===== src/rtl/vending_machine_18105070.sv =====
// ---------------------------------------------------------------------------
// vending_machine_18105070
//
// Coin-operated vending controller for a single product priced at 15 units.
// Accepts 5- and 10-unit coins, tracks credit as 0, 5 or 10 units, dispenses
// when credit reaches 15 and returns any 5-unit overpayment as change.
//
// Optional feature (compile-time macro):
//   VENDING_MACHINE_18105070_REFUND_EN
//     Defined   : a "no coin" cycle (in = 00) while credit is held refunds
//                 the whole credit through `change` and returns to S0.
//     Undefined : a "no coin" cycle simply holds the current credit.
//
// Ports:
//   clk     in   1  rising-edge clock for all state
//   rst     in   1  asynchronous active-high reset
//   in      in   2  coin code: 00 none, 01 = 5, 10 = 10, 11 invalid
//   out     out  1  product dispense, registered one-cycle pulse
//   change  out  2  registered change code: 00 none, 01 = 5, 10 = 10
//
// Outputs are registered: they reflect the decision made on the previous
// rising edge and fall back to 0/00 on the next edge unless re-asserted.
// ---------------------------------------------------------------------------
module vending_machine_18105070 (
  input  logic       clk,
  input  logic       rst,
  input  logic [1:0] in,
  output logic       out,
  output logic [1:0] change
);

  // Coin codes on `in`.
  localparam logic [1:0] CoinNone    = 2'b00;
  localparam logic [1:0] CoinFive    = 2'b01;
  localparam logic [1:0] CoinTen     = 2'b10;
  localparam logic [1:0] CoinInvalid = 2'b11;

  // Change codes on `change`.
  localparam logic [1:0] ChgNone = 2'b00;
  localparam logic [1:0] ChgFive = 2'b01;
  localparam logic [1:0] ChgTen  = 2'b10;

  // Credit held so far; encoding 2'b11 is unused and recovers to StS0.
  typedef enum logic [1:0] {
    StS0  = 2'b00,
    StS5  = 2'b01,
    StS10 = 2'b10
  } state_e;

  state_e     state_q;
  logic       out_q;
  logic [1:0] change_q;

  // Single registered FSM: next credit and the outputs for the following
  // cycle are all decided on the same edge.
  always_ff @(posedge clk or posedge rst) begin
    if (rst) begin
      // Any held credit is discarded, never dispensed or refunded.
      state_q  <= StS0;
      out_q    <= 1'b0;
      change_q <= ChgNone;
    end else begin
      // Default: outputs are one-cycle pulses.
      out_q    <= 1'b0;
      change_q <= ChgNone;
      unique case (state_q)
        StS0: begin
          unique case (in)
            CoinFive:    state_q <= StS5;
            CoinTen:     state_q <= StS10;
            CoinNone:    state_q <= StS0;
            CoinInvalid: state_q <= StS0;
            default:     state_q <= StS0;
          endcase
        end
        StS5: begin
          unique case (in)
            CoinFive: state_q <= StS10;
            CoinTen: begin
              // Exactly 15: dispense, no change.
              state_q <= StS0;
              out_q   <= 1'b1;
            end
            CoinNone: begin
`ifdef VENDING_MACHINE_18105070_REFUND_EN
              state_q  <= StS0;
              change_q <= ChgFive;
`else
              state_q  <= StS5;
`endif
            end
            CoinInvalid: state_q <= StS5;
            default:     state_q <= StS0;
          endcase
        end
        StS10: begin
          unique case (in)
            CoinFive: begin
              state_q <= StS0;
              out_q   <= 1'b1;
            end
            CoinTen: begin
              // 20 paid: dispense and return the 5-unit overpayment.
              state_q  <= StS0;
              out_q    <= 1'b1;
              change_q <= ChgFive;
            end
            CoinNone: begin
`ifdef VENDING_MACHINE_18105070_REFUND_EN
              // Only path that ever produces a 10-unit change code.
              state_q  <= StS0;
              change_q <= ChgTen;
`else
              state_q  <= StS10;
`endif
            end
            CoinInvalid: state_q <= StS10;
            default:     state_q <= StS0;
          endcase
        end
        default: begin
          // Unreachable encoding: recover silently.
          state_q <= StS0;
        end
      endcase
    end
  end

  assign out    = out_q;
  assign change = change_q;

endmodule


===== config.mk =====
export PLATFORM = sky130hd
export DESIGN_NAME = vending_machine_18105070
export DESIGN_NICKNAME = d
export VERILOG_FILES = /design/src/rtl/vending_machine_18105070.sv
export SDC_FILE = /design/constraint.sdc
export NUM_CORES = 1
export LEC_CHECK = 0
export BUFFER_PORTS_ARGS = -buffer_cell sky130_fd_sc_hd__buf_2
export CAP_MARGIN = 20
export CORE_AREA = 2 2 39 41
export CTS_CLUSTER_SIZE = 30
export DETAILED_ROUTE_END_ITERATION = 8
export DIE_AREA = 0 0 41 43
export REMOVE_ABC_BUFFERS = 1
export SLEW_MARGIN = 20
export SYNTH_ARGS = -nofsm -noshare
export SYNTH_HDL_FRONTEND = slang
export SYNTH_SLANG_ARGS = --single-unit

===== constraint.sdc =====
create_clock -name clk -period 1.3 [get_ports clk]
set_input_delay 0.325 -clock clk [delete_from_list [all_inputs] [get_ports clk]]
set_output_delay 0.325 -clock clk [all_outputs]
set_load 0.02 [all_outputs]

==> results.json, run 1 <==
{
  "slew_viol_final": 0,
  "wl_per_cell_um": 7.500,
  "ant_nets": 0,
  "end_kind": "flip-flop",
  "nets": 51,
  "ys.flop_type": "dfrtp_1",
  "die_x_um": 41,
  "synthMostInstantiatedCell": "ha_1",
  "p_seq_share_pct": 33.4,
  "stdcell_count": 54,
  "ctsLongestPathBuffers": 2,
  "ys.warnings.count": 0,
  "synth_common_cells": "ha_1, inv_1, dfrtp_1",
  "synth_area_per_cell_um2": 10.25,
  "path_delay_family": "flip-flops",
  "synth_edf_count": 0,
  "max_stage_delay_ps": 380,
  "p_sw_share_pct": 32.54,
  "core_area_um2": 1384,
  "synth_area_leader_cell": "dfrtp_1",
  "finalPower_mw": 0.5758,
  "cp_data_arrival_time_ps": 1320,
  "netlist_instances": 26,
  "async_reset_ff_share_pct": 100.0,
  "start_kind": "flip-flop",
  "final_area_um2": 369.1,
  "crit_buf_inv": 1,
  "place_congestion": 0.7161,
  "drive_gt1_share_pct": 34.21,
  "cts_tree": "done",
  "grt.total_usage_pct": 5.216,
  "clock_skew_ps": 4.198,
  "diodes": 0,
  "antenna_found_initial": 0,
  "powerDensity_nw_per_um2": 1560,
  "timing.fmax_mhz": 823.7,
  "critPathSlowestCell": "dfrtp_1",
  "dpl.cell_count": 48,
  "comb_power_share_pct": 41.3,
  "netlist.area_leader.share_pct": 37.56,
  "rsz0062_at_grt": "no",
  "critPathMaxFanout": 3,
  "post-route-drc-count": 0,
  "status": "finished, final reports clean",
  "tns_ps": 0,
  "worstPathCellList": "inv_1 > ha_1 > a222oi_1 > nor2_1",
  "fin_crit_ps": 1214,
  "synth_cell_type_count": 12,
  "finalHoldViolations": 0,
  "cts_buffers": 3,
  "maxCapViolations": 0,
  "cts.clk_slew.worst_paths_ps": 40,
  "finalSetupViolCount": 0,
  "first_iter_violations": 4,
  "grt_max_degree": 5,
  "ioPinCount": 7,
  "cts_root_buffer": "clkbuf_4",
  "insertion_delay_ps": 230,
  "p_sw_mw": 0.1874,
  "row_count": 14,
  "cp.required_ps": 1400,
  "routed_via_density": 3.593,
  "htreeDepth": 1,
  "grt_pass1_vias": 156,
  "area_growth_pct": 38.50,
  "grt_pass1_wl_um": 600,
  "hold_path.class": "in -> reg",
  "io_buffer_count": 5,
  "drtPass1Iterations": 4,
  "totalWireLength_um": 405,
  "synth-seq-cells": 4,
  "fin_crit_sh_pct": 93.38,
  "gr-total-overflow": 0,
  "start_util_pct": 19.26,
  "die_h_um": 43,
  "p_clk_share_pct": 25.4,
  "vias": 194,
  "cts_sinks": 4,
  "timing.hold.ws_ps": 514.3,
  "internal_power_mw": 0.3884,
  "ys_seq_area_share_pct": 37.56,
  "placed_area_um2": 319.1,
  "netlist_area_um2": 266.5,
  "die-area_um2": 1763,
  "vdd_ir_drop_max_uv": 428.5,
  "p_leak_nw": 0.2084,
  "synth.area.top_cells": "dfrtp_1, ha_1, inv_1, a222oi_1, a21boi_0",
  "worstSetupPathType": "reg -> reg"
}
-- sequential cells by signal (all words and copies together) (netlist names) --
register	cells
out	1
change	1
state_q	2
-- worst reg2reg max path: cells and delay by family (launching register included) --
kind | cells | cell delay (ps)
adders and majority gates | 1 | 210
and+or+nand+nor | 1 | 80
DFF | 1 | 380
AOI/OAI and AO/OA | 1 | 350
buffers and inverters | 1 | 80
-- final cells by class --
cell class | instances | area, um^2
clock buffers | 3 | 22.52
fillers | 152 | 1015
inverters | 5 | 18.77
multi-input cells | 16 | 142.6
flip-flops and latches | 4 | 100.1
well taps | 16 | 20.02
repair buffers | 10 | 65.06
-- through the flow --
step                      util (%)  worst slack (ps)
after floorplan                  -             140.1
after global placement       23.06            -39.72
after detailed placement     23.06            -60.48
after CTS                    25.41             69.46
after global routing         26.67            0.2625
final                        26.67             86.03
-- cell families after synthesis --
logic type	Yosys count	share of synthesized area (%)
compound gates	3	9.392
fa+ha+maj	7	32.86
buf+inv	6	9.861
flops	4	37.56
other cells	1	1.407
simple gates	5	8.923
-- final timing paths --
kind	slack, ps	cells past startpoint	start	endpoint
max in group asynchronous	630	3	rst	out
worst min register to register	720	3	state_q[0]	state_q[0]
worst min-delay path	510	3	in[1]	change[0]
worst max register to register	90	4	state_q[1]	state_q[1]
worst max-delay path	90	4	state_q[1]	state_q[1]
min in group asynchronous	520	3	rst	state_q[0]
-- metal layers --
layer	track usage (%)	vias to the layer above	part of all wire, %
li1	-	103	-
met1	7.051	83	51
met2	5.625	8	42
met3	1.571	0	6.2
met4	6.000	0	0
met5	0	-	0
-- power by group through the flow --
| stage | registers [mW] | logic, mW | clock network [mW] |
|---|---|---|---|
| finish | 0.192 | 0.238 | 0.146 |
| global placement | 0.192 | 0.196 | 0 |
| floorplan | 0.202 | 0.128 | 0 |
| global route | 0.198 | 0.275 | 0.157 |
| detailed placement | 0.191 | 0.198 | 0 |
| CTS | 0.193 | 0.198 | 0.156 |
-- what timing repair did --
action	4_1_cts	5_1_grt
hold endpoints to repair	4	0
setup endpoints to repair	0	1
resized for setup	0	1
setup buffers	0	2
hold buffers	1	0
-- cell usage in the layout, fill, tap and decap left out, types with 2 or more instances in the layout --
cell type	instances
ha_1	6
inv_1	5
buf_2	5
dfrtp_1	4
buf_4	4
clkbuf_4	3
nor2_1	2
No activity file was read; power rests on OpenSTA's default activity.
==> run 2, diff against run 1 <==
--- a/config.mk
+++ b/config.mk
@@ -5,6 +5,7 @@
 export SDC_FILE = /design/constraint.sdc
 export NUM_CORES = 1
 export LEC_CHECK = 0
+export ABC_AREA = 1
 export BUFFER_PORTS_ARGS = -buffer_cell sky130_fd_sc_hd__buf_2
 export CAP_MARGIN = 20
 export CORE_AREA = 2 2 39 41
==> run 2 against run 1 <==
Design area is 4.1% lower. Combinational power is 13% lower. Global-route usage is 1.2 points higher. Worst hold slack worse by 22 ps. Flip-flop and latch count stayed put. First-iteration DRC count stayed put. Critical path depth is 3 lower. Total power is 5.2% lower. Via count is 13% higher. Routed wire length is 5.9% higher. Sequential power is 2% lower. Largest cell class unchanged.
==> results.json, run 2 <==
{
  "fin_crit_ps": 1055,
  "io_buffer_count": 5,
  "cp_data_arrival_time_ps": 730,
  "grtUsageMet1_pct": 5.502,
  "finalSetupViolCount": 0,
  "core_area_um2": 1384,
  "worstPathCellList": "buf_2",
  "die_x_um": 41,
  "ys_seq_area_share_pct": 35.24,
  "post_cts_buffers": 0,
  "cts.clk_slew.worst_paths_ps": 40,
  "grt_pass1_wl_um": 710,
  "p_sw_share_pct": 35.41,
  "synth-seq-cells": 4,
  "max_stage_delay_ps": 340,
  "met2_usage_pct": 10.94,
  "insertion_delay_ps": 230,
  "synth_edf_count": 0,
  "diodes": 0,
  "synth_area_leader_cell": "dfrtp_1",
  "synth.area.top_cells": "dfrtp_1, ha_1, inv_1, nand2_1, a21boi_1",
  "critPathSlowestCell": "dfrtp_1",
  "path_delay_family": "flip-flops",
  "postCtsResizedCells": 0,
  "netlist_area_um2": 284.0,
  "first_iter_violations": 4,
  "cts_root_buffer": "clkbuf_4",
  "internal_power_mw": 0.3526,
  "place_hpwl_um": 373.9,
  "crit_end": "change[0]",
  "async_reset_ff_share_pct": 100.0,
  "totalWireLength_um": 429,
  "pre_cts_ws_ps": 159.3,
  "rsz0062_at_grt": "no",
  "ant_nets": 0,
  "htreeDepth": 1,
  "finalHoldViolations": 0,
  "setup_ws_ps": 245.0,
  "slew_viol_final": 0,
  "ctsLongestPathBuffers": 2,
  "wl_per_cell_um": 7.397,
  "place_congestion": 0.6916,
  "routed_via_density": 3.793,
  "use_met3_pct": 1.571,
  "synth_area_per_cell_um2": 8.354,
  "die_h_um": 43,
  "powerDensity_nw_per_um2": 1542,
  "stdcell_count": 58,
  "largest_reg_flops": 2,
  "min_from": "in[1]",
  "crit_buf_inv": 1,
  "comb_power_share_pct": 37.8,
  "start_util_pct": 20.52,
  "grt_max_degree": 5,
  "cp-startpoint": "change[0]",
  "mostFrequentLayoutCells": "inv_1, nand2_1, ha_1",
  "maxCapViolations": 0,
  "vias": 220,
  "area_growth_pct": 24.67,
  "grt_pass1_vias": 201,
  "row_count": 14,
  "die-area_um2": 1763,
  "path_depth": 1,
  "nets": 55,
  "drtPass1Iterations": 3,
  "clock_skew_ps": 5.199,
  "ys.warnings.count": 0,
  "netlist_instances": 34,
  "reg2reg_depth": 4,
  "critPathMaxFanout": 1,
  "p_sw_mw": 0.1933,
  "cts_sinks": 4,
  "grt.total_usage_pct": 6.439,
  "placed_area_um2": 321.6,
  "synth_cell_type_count": 9,
  "worstSetupPathType": "reg -> out",
  "tns_ps": 0,
  "timing.rr.start": "state_q[1]",
  "vdd_ir_drop_max_uv": 258.1,
  "top_usage_layer": "met2",
  "reg2reg_to": "out",
  "p_clk_share_pct": 27.9,
  "hold_path.class": "in -> reg",
  "p_seq_share_pct": 34.3,
  "start_kind": "flip-flop",
  "ioPinCount": 7,
  "top_register": "state_q",
  "fin_util_pct": 25.59,
  "end_kind": "output port",
  "cts_tree": "done",
  "dpl.cell_count": 54,
  "drive_gt1_share_pct": 19.05,
  "netlist.area_leader.share_pct": 35.24,
  "cp.required_ps": 980,
  "antenna_found_initial": 0,
  "r2r_setup_slack_ps": 310,
  "fin_crit_sh_pct": 81.16,
  "post-route-drc-count": 0,
  "synth_common_cells": "inv_1, nand2_1, ha_1",
  "timing.fmax_mhz": 947.8,
  "status": "finished, final reports clean",
  "final_area_um2": 354.1,
  "ys.flop_type": "dfrtp_1",
  "cts_buffers": 3,
  "p_leak_nw": 0.2157,
  "gr-total-overflow": 0
}
[run 2: worst min-delay path by stage]
stage	to	slack [ps]	cells after the start
floorplan	change[0]	90	1
global placement	change[0]	210	2
detailed placement	change[0]	210	2
CTS	change[0]	490	4
global route	state_q[0]	540	3
finish	change[0]	490	4
[run 2: timing repair]
item / 4_1_cts / 5_1_grt
endpoints found under the setup margin: 0 / 0
endpoints found under the hold margin: 4 / 0
hold buffers: 1 / 0
[run 2: area by class of cell]
class | count | area [um^2]
Sequential cell | 4 | 100.1
Clock buffer | 3 | 22.52
Multi-Input combinational cell | 20 | 142.6
Timing Repair Buffer | 6 | 35.03
Inverter | 9 | 33.78
Fill cell | 158 | 1030
Tap cell | 16 | 20.02
[run 2: kinds of logic (layout without fill, tap and decap cells)]
family,count (synthesis),in the layout,share of synthesized area [%]
AOI/OAI and AO/OA,2,2,4.405
other,1,1,1.320
buffers and inverters,10,18,14.54
adders and majority gates,7,7,30.84
DFF,4,4,35.24
and+or+nand+nor,10,10,13.65
[run 2: layer usage]
metal | vias to the layer above | wire [um]
met5 | - | 0
met1 | 102 | 169
li1 | 111 | -
met2 | 5 | 225
met4 | 0 | 17
met3 | 2 | 17
[run 2: power by group through the flow]
stage / combinational [mW] / sequential (mW) / clock (mW)
floorplan: 0.139 / 0.202 / 0
global placement: 0.202 / 0.189 / 0
detailed placement: 0.208 / 0.191 / 0
CTS: 0.211 / 0.189 / 0.161
global route: 0.244 / 0.193 / 0.173
finish: 0.206 / 0.188 / 0.152
[run 2: metrics by stage]
stage / hold WS (ps) / total power, mW
after floorplan: 91.08 / 0.3405
after global placement: 206.7 / 0.3909
after detailed placement: 213.7 / 0.3986
after CTS: 494.2 / 0.5608
after global routing: 538.8 / 0.6095
final: 492.0 / 0.5459
